--- src/rtl/fp_mult_rr_sched.sv ---
// Round-robin scheduler sharing one two-stage signed fixed-point multiplier among NUM_REQ requesters.
// Define FP_MULT_SAT_EN to saturate on overflow and add the sat_flag output.
module fp_mult_rr_sched #(
  parameter int FP_WIDTH = 16,
  parameter int FP_FRAC  = 8,
  parameter int NUM_REQ  = 4
) (
  input  logic                         clk,
  input  logic                         rst,
  input  logic [NUM_REQ-1:0]           req_valid,
  output logic [NUM_REQ-1:0]           req_ready,
  input  logic [NUM_REQ*FP_WIDTH-1:0]  req_a,
  input  logic [NUM_REQ*FP_WIDTH-1:0]  req_b,
  input  logic                         stall,
  output logic [NUM_REQ-1:0]           resp_valid,
  output logic [FP_WIDTH-1:0]          resp_data,
`ifdef FP_MULT_SAT_EN
  output logic                         sat_flag,
`endif
  output logic                         busy
);

  localparam int PTR_W  = (NUM_REQ > 1) ? $clog2(NUM_REQ) : 1;
  localparam int PROD_W = 2 * FP_WIDTH;
  localparam int MSB    = FP_WIDTH - 1 + FP_FRAC;

  logic [PTR_W-1:0]    rr_ptr;
  logic [PTR_W-1:0]    grant_idx;
  logic                grant_any;
  logic [FP_WIDTH-1:0] a_sel;
  logic [FP_WIDTH-1:0] b_sel;

  logic                s1_valid;
  logic [FP_WIDTH-1:0] s1_a;
  logic [FP_WIDTH-1:0] s1_b;
  logic [NUM_REQ-1:0]  s1_tag;

  logic signed [PROD_W-1:0] a_ext;
  logic signed [PROD_W-1:0] b_ext;
  logic signed [PROD_W-1:0] prod;
  logic [FP_WIDTH-1:0]      res_data;

  function automatic logic [PTR_W-1:0] wrap_add(input logic [PTR_W-1:0] base, input int off);
    int sum;
    sum = int'(base) + off;
    if (sum >= NUM_REQ) sum = sum - NUM_REQ;
    return PTR_W'(sum);
  endfunction

  // Search starts one past the last grant so every requester gets a turn.
  always_comb begin
    grant_any = 1'b0;
    grant_idx = rr_ptr;
    req_ready = '0;
    if (!stall && !rst) begin
      for (int k = 1; k <= NUM_REQ; k++) begin
        if (!grant_any && req_valid[wrap_add(rr_ptr, k)]) begin
          grant_any = 1'b1;
          grant_idx = wrap_add(rr_ptr, k);
        end
      end
    end
    if (grant_any) req_ready[grant_idx] = 1'b1;
  end

  always_comb begin
    a_sel = '0;
    b_sel = '0;
    for (int i = 0; i < NUM_REQ; i++) begin
      if (req_ready[i]) begin
        a_sel = req_a[i*FP_WIDTH +: FP_WIDTH];
        b_sel = req_b[i*FP_WIDTH +: FP_WIDTH];
      end
    end
  end

  always_ff @(posedge clk or posedge rst) begin
    if (rst) begin
      rr_ptr   <= PTR_W'(NUM_REQ - 1);
      s1_valid <= 1'b0;
      s1_a     <= '0;
      s1_b     <= '0;
      s1_tag   <= '0;
    end else if (!stall) begin
      s1_valid <= grant_any;
      if (grant_any) begin
        rr_ptr <= grant_idx;
        s1_a   <= a_sel;
        s1_b   <= b_sel;
        s1_tag <= req_ready;
      end
    end
  end

  // Operands sign-extended to full product width so the multiply is exact.
  assign a_ext = $signed({{FP_WIDTH{s1_a[FP_WIDTH-1]}}, s1_a});
  assign b_ext = $signed({{FP_WIDTH{s1_b[FP_WIDTH-1]}}, s1_b});
  assign prod  = a_ext * b_ext;

`ifdef FP_MULT_SAT_EN
  logic [PROD_W-1-MSB:0] prod_upper;
  logic                  ovf;
  logic                  res_sat;

  assign prod_upper = prod[PROD_W-1:MSB];
  assign ovf        = !((&prod_upper) || !(|prod_upper));

  always_comb begin
    res_sat  = 1'b0;
    res_data = prod[MSB -: FP_WIDTH];
    if (ovf) begin
      res_sat  = 1'b1;
      res_data = prod[PROD_W-1] ? {1'b1, {(FP_WIDTH-1){1'b0}}}
                                : {1'b0, {(FP_WIDTH-1){1'b1}}};
    end
  end

  always_ff @(posedge clk or posedge rst) begin
    if (rst) begin
      sat_flag <= 1'b0;
    end else if (!stall && s1_valid) begin
      sat_flag <= res_sat;
    end
  end
`else
  logic unused_prod;

  assign unused_prod = ^prod;
  assign res_data    = prod[MSB -: FP_WIDTH];
`endif

  always_ff @(posedge clk or posedge rst) begin
    if (rst) begin
      resp_valid <= '0;
      resp_data  <= '0;
    end else if (!stall) begin
      resp_valid <= s1_valid ? s1_tag : '0;
      if (s1_valid) resp_data <= res_data;
    end
  end

  assign busy = s1_valid | (|resp_valid);

endmodule

--- config.mk ---
export PLATFORM = sky130hd
export DESIGN_NAME = fp_mult_rr_sched
export DESIGN_NICKNAME = d
export VERILOG_FILES = /design/src/rtl/fp_mult_rr_sched.sv
export SDC_FILE = /design/constraint.sdc
export NUM_CORES = 1
export LEC_CHECK = 0
export CAP_MARGIN = 0
export CORE_MARGIN = 3
export CORE_UTILIZATION = 40
export CTS_CLUSTER_DIAMETER = 30
export DETAILED_ROUTE_END_ITERATION = 10
export DONT_BUFFER_PORTS = 1
export SYNTH_ARGS = -nofsm -noshare
export SYNTH_HDL_FRONTEND = slang
export SYNTH_SLANG_ARGS = --single-unit
--- constraint.sdc ---
create_clock -name clk -period 8.3 [get_ports clk]
set_input_delay 0.83 -clock clk [delete_from_list [all_inputs] [get_ports clk]]
set_output_delay 0.83 -clock clk [all_outputs]
set_load 0.01 [all_outputs]
==> impl_metrics.env <==
export IMPL_synth_most_common_cell="inv_1"
export IMPL_viasPerCell=5.18
export IMPL_period_share=0.763
export IMPL_grt_pass1_vias=7737
export IMPL_worstPathMaxFanout=17
export IMPL_cts_hold_fix_buffers=0
export IMPL_cts_resized_gates=0
export IMPL_worst_slew_pin_slew_ns=1.02
export IMPL_wl_per_cell_um=18.3
export IMPL_rsz0062_at_grt="no"
export IMPL_die_y_um=169
export IMPL_synthArstFlopShare=1.00
export IMPL_max_slew_margin=0.318
export IMPL_hold_depth=1
export IMPL_num_fill_cells=2487
export IMPL_ys_ff_latch=59
export IMPL_crit_start="s1_b[1]"
export IMPL_synth_cell_types=54
export IMPL_multi_input_area_um2=8060
export IMPL_finalClockSkew_ns=0.00803
export IMPL_drt_pre_antenna_iters=5
export IMPL_ys_flop_type="dfrtp_1"
export IMPL_drc_errors=0
export IMPL_initial_core_util=0.407
export IMPL_dr_wl_met2_um=12600
export IMPL_wl_um=24900
export IMPL_vias=7052
export IMPL_yosysWarnings=0
export IMPL_dieArea_um2=28500
export IMPL_cts_htree_levels=3
export IMPL_reg2reg_depth=18
export IMPL_reg2reg_setup_slack_ns=1.96
export IMPL_wl_met3_um=1450
export IMPL_hold_start="s1_tag[3]"
export IMPL_gp_congestion=0.852
export IMPL_min_to="s1_tag[3]"
export IMPL_n_antenna_cell=0
export IMPL_ys_top_cells_by_area="fa_1 35%, dfrtp_1 13%, ha_1 8.2%"
export IMPL_layout_nets=1413
export IMPL_antenna_found_initial=1
export IMPL_clkSlewWorstSetupHoldPaths_ns=0.06
export IMPL_netlist_instances=1056
export IMPL_drtAntennaViolNets=0
export IMPL_r2r_start="s1_b[1]"
export IMPL_post_route_util=0.427
export IMPL_setup_violations=0
export IMPL_crit_path_start_kind="register"
export IMPL_ys_seq_area_frac=0.139
export IMPL_worstHoldPathType="register to register"
export IMPL_clk_path_buf_depth=2
export IMPL_synth_edf_count=0
export IMPL_rows=59
export IMPL_cts_root_buf="clkbuf_16"
export IMPL_critPathArrivalTime_ns=6.56
export IMPL_drtIter0Drc=324
export IMPL_syn_area_um2=10600
export IMPL_cts_sinks=59
export IMPL_cts_tree="done"
export IMPL_track_usage=0.185
export IMPL_yosys_area_top_type="fa_1"
export IMPL_cts_buffers=9
export IMPL_area_growth_syn_to_layout_pct=4.89
export IMPL_hpwl_um=20300
export IMPL_synth_avg_cell_area_um2=10.1
export IMPL_drv_cap=0
export IMPL_required_ns=8.52
export IMPL_fmax_mhz=158
export IMPL_grt_max_degree=60
export IMPL_grt_first_pass_wirelength_um=41300
export IMPL_post_cts_buffers=0
export IMPL_seq_area_um2=1480
export IMPL_insertion_delay_ns=0.35
export IMPL_drive_gt1_frac=0.0652
export IMPL_highest_layer="met5"
export IMPL_synth_top_cell_area_share=0.351
export IMPL_die_w_um=169
export IMPL_timing_final_crit_period_ns=6.34
export IMPL_end_kind="register"
export IMPL_slew_violations=0
export IMPL_reg2reg_to="resp_data[15]"
export IMPL_crit_type="register to register"
export IMPL_status="finished clean"
export IMPL_synth_fp_nets=1447
export IMPL_synth_commonest_cells="231 x inv_1, 186 x fa_1, 140 x nand2_1, 103 x and2_1, 70 x ha_1"
export IMPL_met1_length_um=10400
export IMPL_ioPinCount=160
export IMPL_io_buffers=0
export IMPL_core_area_um2=26100
export IMPL_gr_total_overflow=0
export IMPL_tns_ns=0
export IMPL_hold_viol=0
worst max-delay path by stage:
| stage | end | slack, ns | cells past startpoint |
|---|---|---|---|
| after floorplan | resp_data[15] | 2.39 | 20 |
| after global placement | resp_data[15] | 2.05 | 16 |
| after detailed placement | resp_data[15] | 1.95 | 18 |
| after CTS | resp_data[15] | 1.93 | 18 |
| after global routing | resp_data[15] | 1.58 | 18 |
| final | resp_data[15] | 1.96 | 18 |
final cells by class:
cell class,instances,area share
inverter,232,0.0784
sequential,59,0.133
clock buffer,10,0.0215
timing repair buffer,3,0.00202
clock inverter,6,0.00427
tap,335,0.0376
multi-input combinational,717,0.723
cells in the final DEF (no fill, tap or decap), types with 7 or more instances in the layout:
| master | instances |
|---|---|
| o21ai_0 | 19 |
| mux2_2 | 32 |
| fa_1 | 186 |
| xor2_1 | 8 |
| inv_1 | 230 |
| a21o_1 | 7 |
| nor3_1 | 10 |
| nor2_1 | 16 |
| clkbuf_16 | 9 |
| nand2_1 | 140 |
| xnor2_1 | 23 |
| dfrtp_1 | 57 |
| ha_1 | 70 |
| and2_1 | 103 |
| mux4_1 | 26 |
per-layer routing:
| metal | GRT usage | vias to the layer above |
|---|---|---|
| li1 | - | 3210 |
| met1 | 0.243 | 3587 |
| met2 | 0.324 | 228 |
| met3 | 0.0306 | 25 |
| met4 | 0.0409 | 2 |
| met5 | 0 | - |
worst max-delay path: stages (launching register included):
cell       delay, ns
dfrtp_1         0.73
nand2_1         0.17
fa_1            0.53
fa_1            0.55
inv_1           0.05
fa_1            0.48
fa_1            0.51
fa_1            0.49
inv_1           0.05
fa_1            0.47
inv_1           0.04
ha_1            0.36
nand4_1         0.19
o221ai_1        0.33
o21bai_1        0.17
o211a_1         0.17
o311a_1         0.39
o2111ai_1       0.18
or3b_1          0.36
state kept, by name, summed over array words and instances, names as in the netlist:
name	count
resp_data	16
resp_valid	4
rr_ptr	2
s1_a	16
s1_b	16
s1_tag	4
s1_valid	1
kinds of logic after synthesis:
logic type / synth area share
simple gates: 0.139
compound gates: 0.0443
mux: 0.111
buf+inv: 0.104
xor+xnor: 0.0292
flops: 0.139
fa+ha+maj: 0.433
stage by stage:
step / area (um^2) / hold WS, ns / setup WS, ns / std cells
6_report: 11100 / 0.481 / 1.96 / 1362
4_1_cts: 11100 / 0.485 / 1.93 / 1362
3_3_place_gp: 10900 / 0.463 / 2.05 / 1346
3_5_place_dp: 10900 / 0.469 / 1.95 / 1346
5_1_grt: 11100 / 0.494 / 1.58 / 1362
2_1_floorplan: 10600 / 0.450 / 2.39 / 1056
Power is not shown: default switching activity piles up to over one toggle a cycle in this logic, so the estimate is an artifact.
